### src/rtl/sprite_line_render_if.sv
// Attribute RAM and sprite ROM bus between the line renderer (master) and its memories (slave).
interface sprite_line_render_if;
  logic [7:0]  spr_addr;
  logic [7:0]  spr_data;
  logic [12:0] rom_addr;
  logic        rom_req;
  logic        rom_ack;
  logic [15:0] rom_data;

  modport master (output spr_addr, rom_addr, rom_req,
                  input  spr_data, rom_ack, rom_data);
  modport slave  (input  spr_addr, rom_addr, rom_req,
                  output spr_data, rom_ack, rom_data);
endinterface

### src/rtl/sprite_line_render.sv
// Per-scanline sprite engine: scans attributes for the next line into a back line buffer
// while streaming (and clearing) the front buffer to the colour mixer.
module sprite_line_render #(
  parameter int NSPR   = 64,
  parameter int HTOTAL = 384,
  parameter int VTOTAL = 263,
  parameter int HSTART = 4,
  parameter int HWIDTH = 240
) (
  input  logic                 clk_sys,
  input  logic                 reset_n,
  input  logic                 ce_pix,
  input  logic [8:0]           hcount,
  input  logic [8:0]           vcount,
  sprite_line_render_if.master bus,
  output logic [5:0]           pix_out
);

  localparam logic [2:0] S_IDLE  = 3'd0;
  localparam logic [2:0] S_START = 3'd1;
  localparam logic [2:0] S_ATTR  = 3'd2;
  localparam logic [2:0] S_CHECK = 3'd3;
  localparam logic [2:0] S_FETCH = 3'd4;
  localparam logic [2:0] S_DRAW  = 3'd5;
  localparam logic [2:0] S_NEXT  = 3'd6;
  localparam logic [2:0] S_DONE  = 3'd7;

  typedef struct packed {
    logic [7:0] y;
    logic [7:0] code;
    logic       flipy;
    logic       flipx;
    logic [3:0] color;
    logic [7:0] x;
  } attr_t;

  logic [2:0]  state;
  logic        sel;
  logic [7:0]  tgt;
  logic [5:0]  n;
  logic [2:0]  bc;
  attr_t       attr;
  logic [3:0]  row;
  logic        half;
  logic        second;
  logic [15:0] pat;
  logic [2:0]  i;

  logic [5:0] lb0 [256];
  logic [5:0] lb1 [256];

  logic       swap, vis, hit, draw_we;
  logic [7:0] ridx, rdiff;
  logic [5:0] front, dval;
  logic [2:0] s;
  logic [1:0] dpix, back_lo;
  logic [8:0] dx9;

  assign swap  = ce_pix && (hcount == 9'(HTOTAL-1));
  assign vis   = ce_pix && (hcount >= 9'(HSTART)) && (hcount < 9'(HSTART+HWIDTH));
  assign ridx  = 8'(hcount - 9'(HSTART));
  assign front = sel ? lb1[ridx] : lb0[ridx];

  assign rdiff = tgt - attr.y;
  assign hit   = (rdiff < 8'd16);

  // second pass draws the right half of the sprite in display order
  assign s       = attr.flipx ? ~i : i;
  assign dpix    = {pat[{1'b1, s}], pat[{1'b0, s}]};
  assign dx9     = {1'b0, attr.x} + {5'd0, second, 3'd0} + {6'd0, i};
  assign back_lo = sel ? lb0[dx9[7:0]][1:0] : lb1[dx9[7:0]][1:0];
  assign draw_we = (state == S_DRAW) && (dpix != 2'd0) && !dx9[8] && (back_lo == 2'd0);
  assign dval    = {attr.color, dpix};

  // front is only cleared by readout, back only written by DRAW: one port per buffer per role
  always_ff @(posedge clk_sys) begin
    if (vis) begin
      if (sel) lb1[ridx] <= '0;
      else     lb0[ridx] <= '0;
    end
    if (draw_we) begin
      if (sel) lb0[dx9[7:0]] <= dval;
      else     lb1[dx9[7:0]] <= dval;
    end
  end

  always_ff @(posedge clk_sys or negedge reset_n) begin
    if (!reset_n)    pix_out <= '0;
    else if (ce_pix) pix_out <= vis ? front : 6'd0;
  end

  always_ff @(posedge clk_sys or negedge reset_n) begin
    if (!reset_n) begin
      state        <= S_IDLE;
      sel          <= 1'b0;
      tgt          <= '0;
      n            <= '0;
      bc           <= '0;
      attr         <= '0;
      row          <= '0;
      half         <= 1'b0;
      second       <= 1'b0;
      pat          <= '0;
      i            <= '0;
      bus.spr_addr <= '0;
      bus.rom_addr <= '0;
      bus.rom_req  <= 1'b0;
    end else if (swap) begin
      // a request still outstanding is abandoned; its ack lands outside FETCH or before req rises
      sel         <= ~sel;
      state       <= S_START;
      bus.rom_req <= 1'b0;
      tgt         <= (vcount == 9'(VTOTAL-1)) ? 8'd0 : 8'(vcount + 9'd1);
    end else begin
      case (state)
        S_IDLE, S_DONE: ;
        S_START: begin
          n            <= '0;
          bc           <= '0;
          bus.spr_addr <= '0;
          state        <= S_ATTR;
        end
        S_ATTR: begin
          // byte k arrives one clock after its address, hence the 5th cycle
          case (bc)
            3'd1: attr.y    <= bus.spr_data;
            3'd2: attr.code <= bus.spr_data;
            3'd3: {attr.flipy, attr.flipx, attr.color} <=
                    {bus.spr_data[7:6], bus.spr_data[3:0]};
            3'd4: attr.x    <= bus.spr_data;
            default: ;
          endcase
          if (bc < 3'd3) bus.spr_addr <= {n, bc[1:0] + 2'd1};
          bc <= bc + 3'd1;
          if (bc == 3'd4) state <= S_CHECK;
        end
        S_CHECK: begin
          if (hit) begin
            row    <= rdiff[3:0] ^ {4{attr.flipy}};
            half   <= attr.flipx;
            second <= 1'b0;
            state  <= S_FETCH;
          end else begin
            state  <= S_NEXT;
          end
        end
        S_FETCH: begin
          if (!bus.rom_req) begin
            bus.rom_req  <= 1'b1;
            bus.rom_addr <= {attr.code, row, half};
          end else if (bus.rom_ack) begin
            pat         <= bus.rom_data;
            bus.rom_req <= 1'b0;
            i           <= '0;
            state       <= S_DRAW;
          end
        end
        S_DRAW: begin
          i <= i + 3'd1;
          if (i == 3'd7) begin
            if (!second) begin
              second <= 1'b1;
              half   <= ~half;
              state  <= S_FETCH;
            end else begin
              state  <= S_NEXT;
            end
          end
        end
        S_NEXT: begin
          if (n == 6'(NSPR-1)) begin
            state <= S_DONE;
          end else begin
            n            <= n + 6'd1;
            bc           <= '0;
            bus.spr_addr <= {n + 6'd1, 2'b00};
            state        <= S_ATTR;
          end
        end
        default: state <= S_IDLE;
      endcase
    end
  end

endmodule
### src/flat_wrapper.sv
// flat-port wrapper written by rule: the top's interface ports become plain ports
module sprite_line_render_flat 
#(
  parameter int NSPR   = 64,
  parameter int HTOTAL = 384,
  parameter int VTOTAL = 263,
  parameter int HSTART = 4,
  parameter int HWIDTH = 240
)
  (clk_sys, reset_n, ce_pix, hcount, vcount, pix_out, bus_spr_addr, bus_rom_addr, bus_rom_req, bus_spr_data, bus_rom_ack, bus_rom_data);
  sprite_line_render_if bus_i ();
  input  logic clk_sys;
  input  logic reset_n;
  input  logic ce_pix;
  input  logic [8:0] hcount;
  input  logic [8:0] vcount;
  output logic [5:0] pix_out;
  output wire logic [$bits(bus_i.spr_addr)-1:0] bus_spr_addr;
  output wire logic [$bits(bus_i.rom_addr)-1:0] bus_rom_addr;
  output wire logic [$bits(bus_i.rom_req)-1:0] bus_rom_req;
  input wire logic [$bits(bus_i.spr_data)-1:0] bus_spr_data;
  input wire logic [$bits(bus_i.rom_ack)-1:0] bus_rom_ack;
  input wire logic [$bits(bus_i.rom_data)-1:0] bus_rom_data;
  assign bus_spr_addr = bus_i.spr_addr;
  assign bus_rom_addr = bus_i.rom_addr;
  assign bus_rom_req = bus_i.rom_req;
  assign bus_i.spr_data = bus_spr_data;
  assign bus_i.rom_ack = bus_rom_ack;
  assign bus_i.rom_data = bus_rom_data;
  sprite_line_render #(.NSPR(NSPR), .HTOTAL(HTOTAL), .VTOTAL(VTOTAL), .HSTART(HSTART), .HWIDTH(HWIDTH)) u_core (.clk_sys(clk_sys), .reset_n(reset_n), .ce_pix(ce_pix), .hcount(hcount), .vcount(vcount), .bus(bus_i), .pix_out(pix_out));
endmodule
### config.mk
export PLATFORM = sky130hd
export DESIGN_NAME = sprite_line_render_flat
export DESIGN_NICKNAME = d
export VERILOG_FILES = /design/src/rtl/sprite_line_render_if.sv /design/src/rtl/sprite_line_render.sv /design/src/flat_wrapper.sv
export SDC_FILE = /design/constraint.sdc
export NUM_CORES = 2
export LEC_CHECK = 0
export BUFFER_PORTS_ARGS = -buffer_cell sky130_fd_sc_hd__buf_2
export CAP_MARGIN = 15
export CORE_ASPECT_RATIO = 0.5
export CORE_UTILIZATION = 35
export CTS_BUF_LIST = sky130_fd_sc_hd__clkbuf_8
export DETAILED_ROUTE_END_ITERATION = 16
export GPL_TIMING_DRIVEN = 0
export PLACE_DENSITY_LB_ADDON = 0.15
export SETUP_SLACK_MARGIN = 0.02
export SLEW_MARGIN = 20
export SYNTH_ARGS = -nofsm -noshare
export SYNTH_HDL_FRONTEND = slang
export SYNTH_SLANG_ARGS = --single-unit
### constraint.sdc
create_clock -name clk_sys -period 11.1 [get_ports clk_sys]
set_clock_uncertainty 0.1 [all_clocks]
set_input_delay 0.555 -clock clk_sys [delete_from_list [all_inputs] [get_ports clk_sys]]
set_output_delay 0.555 -clock clk_sys [all_outputs]
set_load 0.02 [all_outputs]
; Yosys cells after proc, flatten, opt, wreduce, memory -nomap -nowiden
; Memories as Yosys holds them, arrays and structs flattened.
; Cells that the tools add are included.
[totals]
regBits = 104
word_cells = 154
latchBits = 0
romBits = 0
inputBits = 46
memories = 2
ramBits = 3072
[memory_table]
columns = memory, words, width, read_ports, rd_clocked_by_memory_dff, wr, line_no
row1 = u_core.lb0, 256, 6, 2, 0, 1, sprite_line_render.sv:49  ; logic [5:0] lb0 [256];
row2 = u_core.lb1, 256, 6, 2, 0, 1, sprite_line_render.sv:50  ; logic [5:0] lb1 [256];
[op_classes]
n_mul = 0
magnitude_cmp = 6
n_bitwise = 6
shift = 0
n_div = 0
mux = 55
addsub = 9
eq_ne = 25
n_reduce_logical = 31
[ops]
columns = operator, count
row1 = 8-bit 2-to-1 mux, 5
row2 = 3-bit 2-to-1 mux, 10
row3 = 6-bit 2-to-1 mux, 5
row4 = 8-bit one-hot mux with 3 select lines, 1
row5 = 3-bit AND reduction, 8
row6 = 1-bit 2-to-1 mux, 23
row7 = 9-bit equality test (second input constant), 2
row8 = 3-bit one-hot mux with 6 select lines, 1
row9 = 4-bit AND reduction, 4
row10 = 3-bit equality test (second input constant), 5
row11 = 3-bit by 2-bit equality test with 1-bit output (second input constant), 4
row12 = 6-bit one-hot mux with 2 select lines, 1
row13 = 6-bit OR reduction, 2
row14 = 5-bit AND reduction, 2
row15 = 2-bit nonzero test, 5
row16 = 8-bit by 4-bit adder with 9-bit output, 1
row17 = 9-bit by 3-bit adder with 9-bit output, 1
row18 = 9-bit by 3-bit greater-or-equal comparator with 1-bit output (second input constant), 1
row19 = 9-bit by 8-bit less-than comparator with 1-bit output (second input constant), 1
row20 = 3-bit one-hot mux with 3 select lines, 1
row21 = 8-bit by 1-bit adder with 8-bit output (second input constant), 1
row22 = 8-bit by 5-bit less-than comparator with 1-bit output (second input constant), 1
row23 = 2-bit != test (second input constant), 4
row24 = 8-bit by 3-bit subtractor with 8-bit output (second input constant), 1
row25 = other kinds (24), 42

; Depth between registers and ports, before layout
[logic_depth]
ltp_word = 12
ltp_mapped = 21
mapped_depth_nobuf = 15

; Least setup slack after synthesis
; Ideal clock, no wire load.
[synth_path]
path_kind = register to register
startpoint = reg u_core.i[0]
endpoint = mem u_core.lb1[0][2], data pin
arrival_ns = 7.166
path_stages_with_launch = 18
required_time_ns = 10.131
period_less_slack_ns = 8.135
slack_ns = 2.965
cell_sequence = dfrtp_1 > ha_1 > fa_1 > xnor2_2 > buf_6 > buf_6 > buf_6 > nor2_4 > a22oi_1 > nand3_1 > mux4_2 > nor3_2 > a31oi_1 > a31o_4 > o21ai_4 > buf_4 > clkbuf_1 > and2_1
[synth_via]
elab_chain_cells = 12
elab_cells_between_ends = 20
cone_classes = 1 x add/sub / 9 x mux / 1 x bitwise / 7 x reduce/logical / 2 x memory
[synth_lines]
columns = item, line_no
row1 = from (decl), sprite_line_render.sv:47  ; logic [2:0] i;
row2 = from (signal assigned), sprite_line_render.sv:159  ; i <= i + 3'd1;
row3 = "parallel branches: the longest is 7 deep, another holds 9-bit by 3-bit adder with 9-bit output", --
row4 = 1-bit logical AND *, sprite_line_render.sv:72  ; assign draw_we = (state == S_DRAW) && (dpix != 2'd0) && !dx9[8] && (back_lo == 2'd0);
row5 = 1-bit 2-to-1 mux *, sprite_line_render.sv:81  ; if (draw_we) begin
row6 = 1-bit 2-to-1 mux (implied by the code) *, sprite_line_render.sv:83  ; else lb1[dx9[7:0]] <= dval;
row7 = 6-bit OR reduction (no line) *, --
row8 = 6-bit 2-to-1 mux (no line) *, --
row9 = to (decl), sprite_line_render.sv:50
; Every way passes the cells marked *. The select of a mux whose other input is x is not followed.

; Final worst setup path
[layout_path]
startpoint = reg u_core.i[0]
endpoint = mem u_core.lb0[95][2], enable pin
[layout_via]
elab_chain_cells = 12
elab_cells_between_ends = 21
cone_classes = 1 x add/sub / 10 x mux / 1 x bitwise / 7 x reduce/logical / 2 x memory
[layout_lines]
columns = item, line_no
row1 = "parallel branches: the longest is 12 deep, another holds 9-bit by 3-bit adder with 9-bit output", --
row2 = to (decl), sprite_line_render.sv:49
; Parallel ways; which one is timed is not known. The select of a mux whose other input is x is not followed.

==> results.json <==
{
  "relSlewSlack": 0.126,
  "vias": 78200,
  "grt-ovfl-total": 0,
  "min_period_ns": 9.63,
  "ctsHtreeMaxLevel": 5,
  "synth_seq_cells": 3176,
  "async_reset_ff_frac": 0.0327,
  "insertion_delay_ns": 1.20,
  "root_buffer": "clkbuf_8",
  "postRouteWirelength_mm": 493,
  "vdd_drop_max_mv": 0.187,
  "synth_top_area_frac": 0.689,
  "syn_to_final_growth_pct": 13.5,
  "leakagePower_nw": 46.4,
  "status": "completed",
  "synth_cell_type_count": 96,
  "io_pins": 74,
  "power.total_w": 0.0302,
  "netlist_area_sq_um": 134000,
  "grt_pass1_wl_mm": 664,
  "portBuffers": 71,
  "drc": 0,
  "max_freq_ghz": 0.104,
  "drv_slew": 0,
  "std_cell_rows": 160,
  "cts_tree": "built",
  "slowest_stage": "o22ai_1",
  "fin_setup_tns_ns": 0,
  "post_drt_wl_per_cell_microns": 37.7,
  "synth_area_leaders": "edfxtp_1 69%, mux4_2 18%, dfrtp_1 1.9%, o22ai_1 1.1%, nor2_1 1.1%",
  "setup_viol": 0,
  "cts_setup_buffers": 0,
  "clk_pin_slew_ns": 0.07,
  "cp-end-kind": "flip-flop",
  "min_period_over_period": 0.868,
  "criticalPathCategory": "flip-flop to flip-flop",
  "die_x_microns": 877,
  "grt_pass1_vias": 77100,
  "die-area_sq_um": 385000,
  "rsz0062_at_grt": "false",
  "grtUsageTotal": 0.250,
  "cpPeakStageDelay_ns": 0.89,
  "initial_core_util": 0.352,
  "swShare": 0.352,
  "synth_warnings": 0,
  "cp.arrival_ns": 10.29,
  "tightest_slew_ns": 1.31,
  "syn_avg_cell_area_sq_um": 19.4,
  "antenna_found_initial": 40,
  "p_sw_w": 0.0106,
  "synth_ff_type": "edfxtp_1",
  "pwr_density_cell_nw_per_um2": 198,
  "final_cell_mix": "3072 x edfxtp_1, 1082 x mux4_2, 478 x clkbuf_8, 394 x nor2_1, 392 x nand2_1",
  "post_dp_cell_area_sq_um": 143000,
  "final-hold-violation-count": 0,
  "min_path_type": "input pin to flip-flop",
  "numCtsBuffers": 474,
  "place_congestion": 0.972,
  "cp-start-kind": "flip-flop",
  "cts_buffer_depth": 4,
  "cp_data_required_time_ns": 11.76,
  "synth_edf_count": 3072,
  "worstPathMaxFanout": 10,
  "die_y_microns": 439,
  "fin_area_sq_um": 152000,
  "pwr-share-clk": 0.305,
  "nNetsFinal": 7670,
  "synthCells": 6913,
  "first_pass_iters": 8,
  "p_int_w": 0.0196,
  "syn-num-nets": 6984,
  "viasPerCell": 5.98,
  "power_frac_seq": 0.443,
  "crit_top_cell": "buf_2",
  "route.antenna.remaining_nets": 0,
  "post_route_cells_drive_above_1_share": 0.287,
  "synth_area_leader_cell": "edfxtp_1",
  "cts_sinks": 3176,
  "core_sq_um": 381000,
  "drv_cap": 0,
  "layout_commonest_cell": "edfxtp_1",
  "crit_chain": "ha_1 > fa_1 > clkbuf_1 > buf_2 > buf_2 > buf_2 > buf_2 > clkbuf_2 > clkbuf_1 > nand3_1 > o311ai_0 > a31oi_1 > mux2i_1 > a21o_1 > nand4_2 > buf_2 > o22ai_1",
  "combPwrFrac": 0.252,
  "hpwl_mm": 349,
  "yosysSeqAreaShare": 0.708,
  "drtIter0Drc": 11800,
  "grt_max_degree": 73
}
## metrics by stage
step	hold WS [ns]	cells	utilization	setup slack, ns
floorplan	0.159	6913	-	2.97
global placement	0.365	12100	0.370	-5.79
detailed placement	0.369	12200	0.375	1.81
CTS	0.0144	13100	0.399	1.75
global route	0.0350	13100	0.400	1.65
finish	0.0813	13100	0.400	1.47
## path summary, 6_finish.rpt
path | from | end | slack [ns] | depth (start not counted)
hold reg to reg | u_core.bus.spr_addr[6] | u_core.bus.spr_addr[6] | 0.38 | 2
setup reg to reg | u_core.i[0] | u_core.lb0[95][2] | 1.47 | 17
setup / recovery | u_core.i[0] | u_core.lb0[95][2] | 1.47 | 17
max in group asynchronous | reset_n | u_core.bus.spr_addr[3] | 10.14 | 4
min in group asynchronous | reset_n | u_core.pat[4] | 0.40 | 4
hold / removal | hcount[4] | u_core.bus.rom_req | 0.08 | 5
## power groups by stage
| stage | logic, W | registers, W | clock network, W |
|---|---|---|---|
| finish | 0.00761 | 0.0134 | 0.00919 |
| global route | 0.00761 | 0.0134 | 0.00980 |
| CTS | 0.00734 | 0.0134 | 0.00932 |
| detailed placement | 0.00732 | 0.0136 | 0 |
| global placement | 0.00715 | 0.0137 | 0 |
| floorplan | 0.00347 | 0.0137 | 0 |
## final cells by class
class	count	area, sq um
tap	5103	6380
multi-input combinational	3227	37200
sequential	3176	94900
buffer	475	2320
fill	34200	228000
antenna	9	22.5
timing repair buffer	210	2620
clock buffer	478	6580
clock inverter	364	1990
inverter	35	131
## registers in the layout, summed over array words and instances (netlist names)
register,count
u_core.i,3
u_core.bus.rom_addr,13
u_core.bus.spr_addr,8
u_core.bus.rom_req,1
u_core.sel,1
u_core.bc,3
u_core.state,3
u_core.row,4
u_core.lb1,1536
u_core.half,1
u_core.tgt,8
u_core.attr,30
u_core.second,1
u_core.pix_out,6
u_core.lb0,1536
u_core.n,6
u_core.pat,16
## cell usage after synthesis, types with 6 or more instances
library cell	number
buf_4	22
mux2i_1	37
xor2_1	20
mux2_2	63
o2111ai_1	12
o22ai_1	243
xnor2_1	18
buf_2	104
and2_1	26
a22o_1	9
and3_1	10
a32o_1	20
inv_1	35
nor2_2	8
o311ai_0	33
nor3_1	165
nor2_1	402
ha_1	23
nand2b_1	16
buf_1	79
a21oi_2	14
a21oi_1	141
o21ai_0	49
mux4_2	1082
buf_6	18
a211oi_1	83
dfrtp_1	104
nor2b_1	57
a32oi_1	10
o21a_1	7
a22oi_1	18
nand3_1	111
a31oi_1	19
clkbuf_1	249
o311ai_1	6
nand2_1	392
a21bo_2	6
edfxtp_1	3072
nand4_1	18
a311oi_1	12
## logic make-up after synthesis
kind of cell             Yosys count  share of synthesized area
buffers and inverters            510                     0.0172
adder cells (fa/ha/maj)           25                    0.00245
flip-flops                      3176                      0.708
AO/OA/AOI/OAI                    742                     0.0383
multiplexers                    1186                      0.190
AND/OR/NAND/NOR                 1234                     0.0409
XOR/XNOR                          40                    0.00273
## what timing repair did
| item | in CTS | in global routing |
|---|---|---|
| resized for setup | 0 | 0 |
| hold buffers | 50 | 0 |
| hold endpoints to repair | 168 | 0 |
## per-layer routing
metal,GRT usage,vias to the layer above,part of all wire
li1,-,30400,-
met1,0.355,42300,0.42
met2,0.376,4492,0.44
met3,0.0625,1030,0.098
met4,0.0898,16,0.042
met5,0.00110,-,0.00077
## critical path: cells and delay by family, from the launching register on
family                     cells  cell delay, ns
AOI/OAI and AO/OA              4            1.74
adders and majority gates      2            0.79
buffers and inverters          8            4.91
DFF                            1            0.48
muxes                          1            0.41
and+or+nand+nor                2            0.68
(Power assumes the default switching activity.)
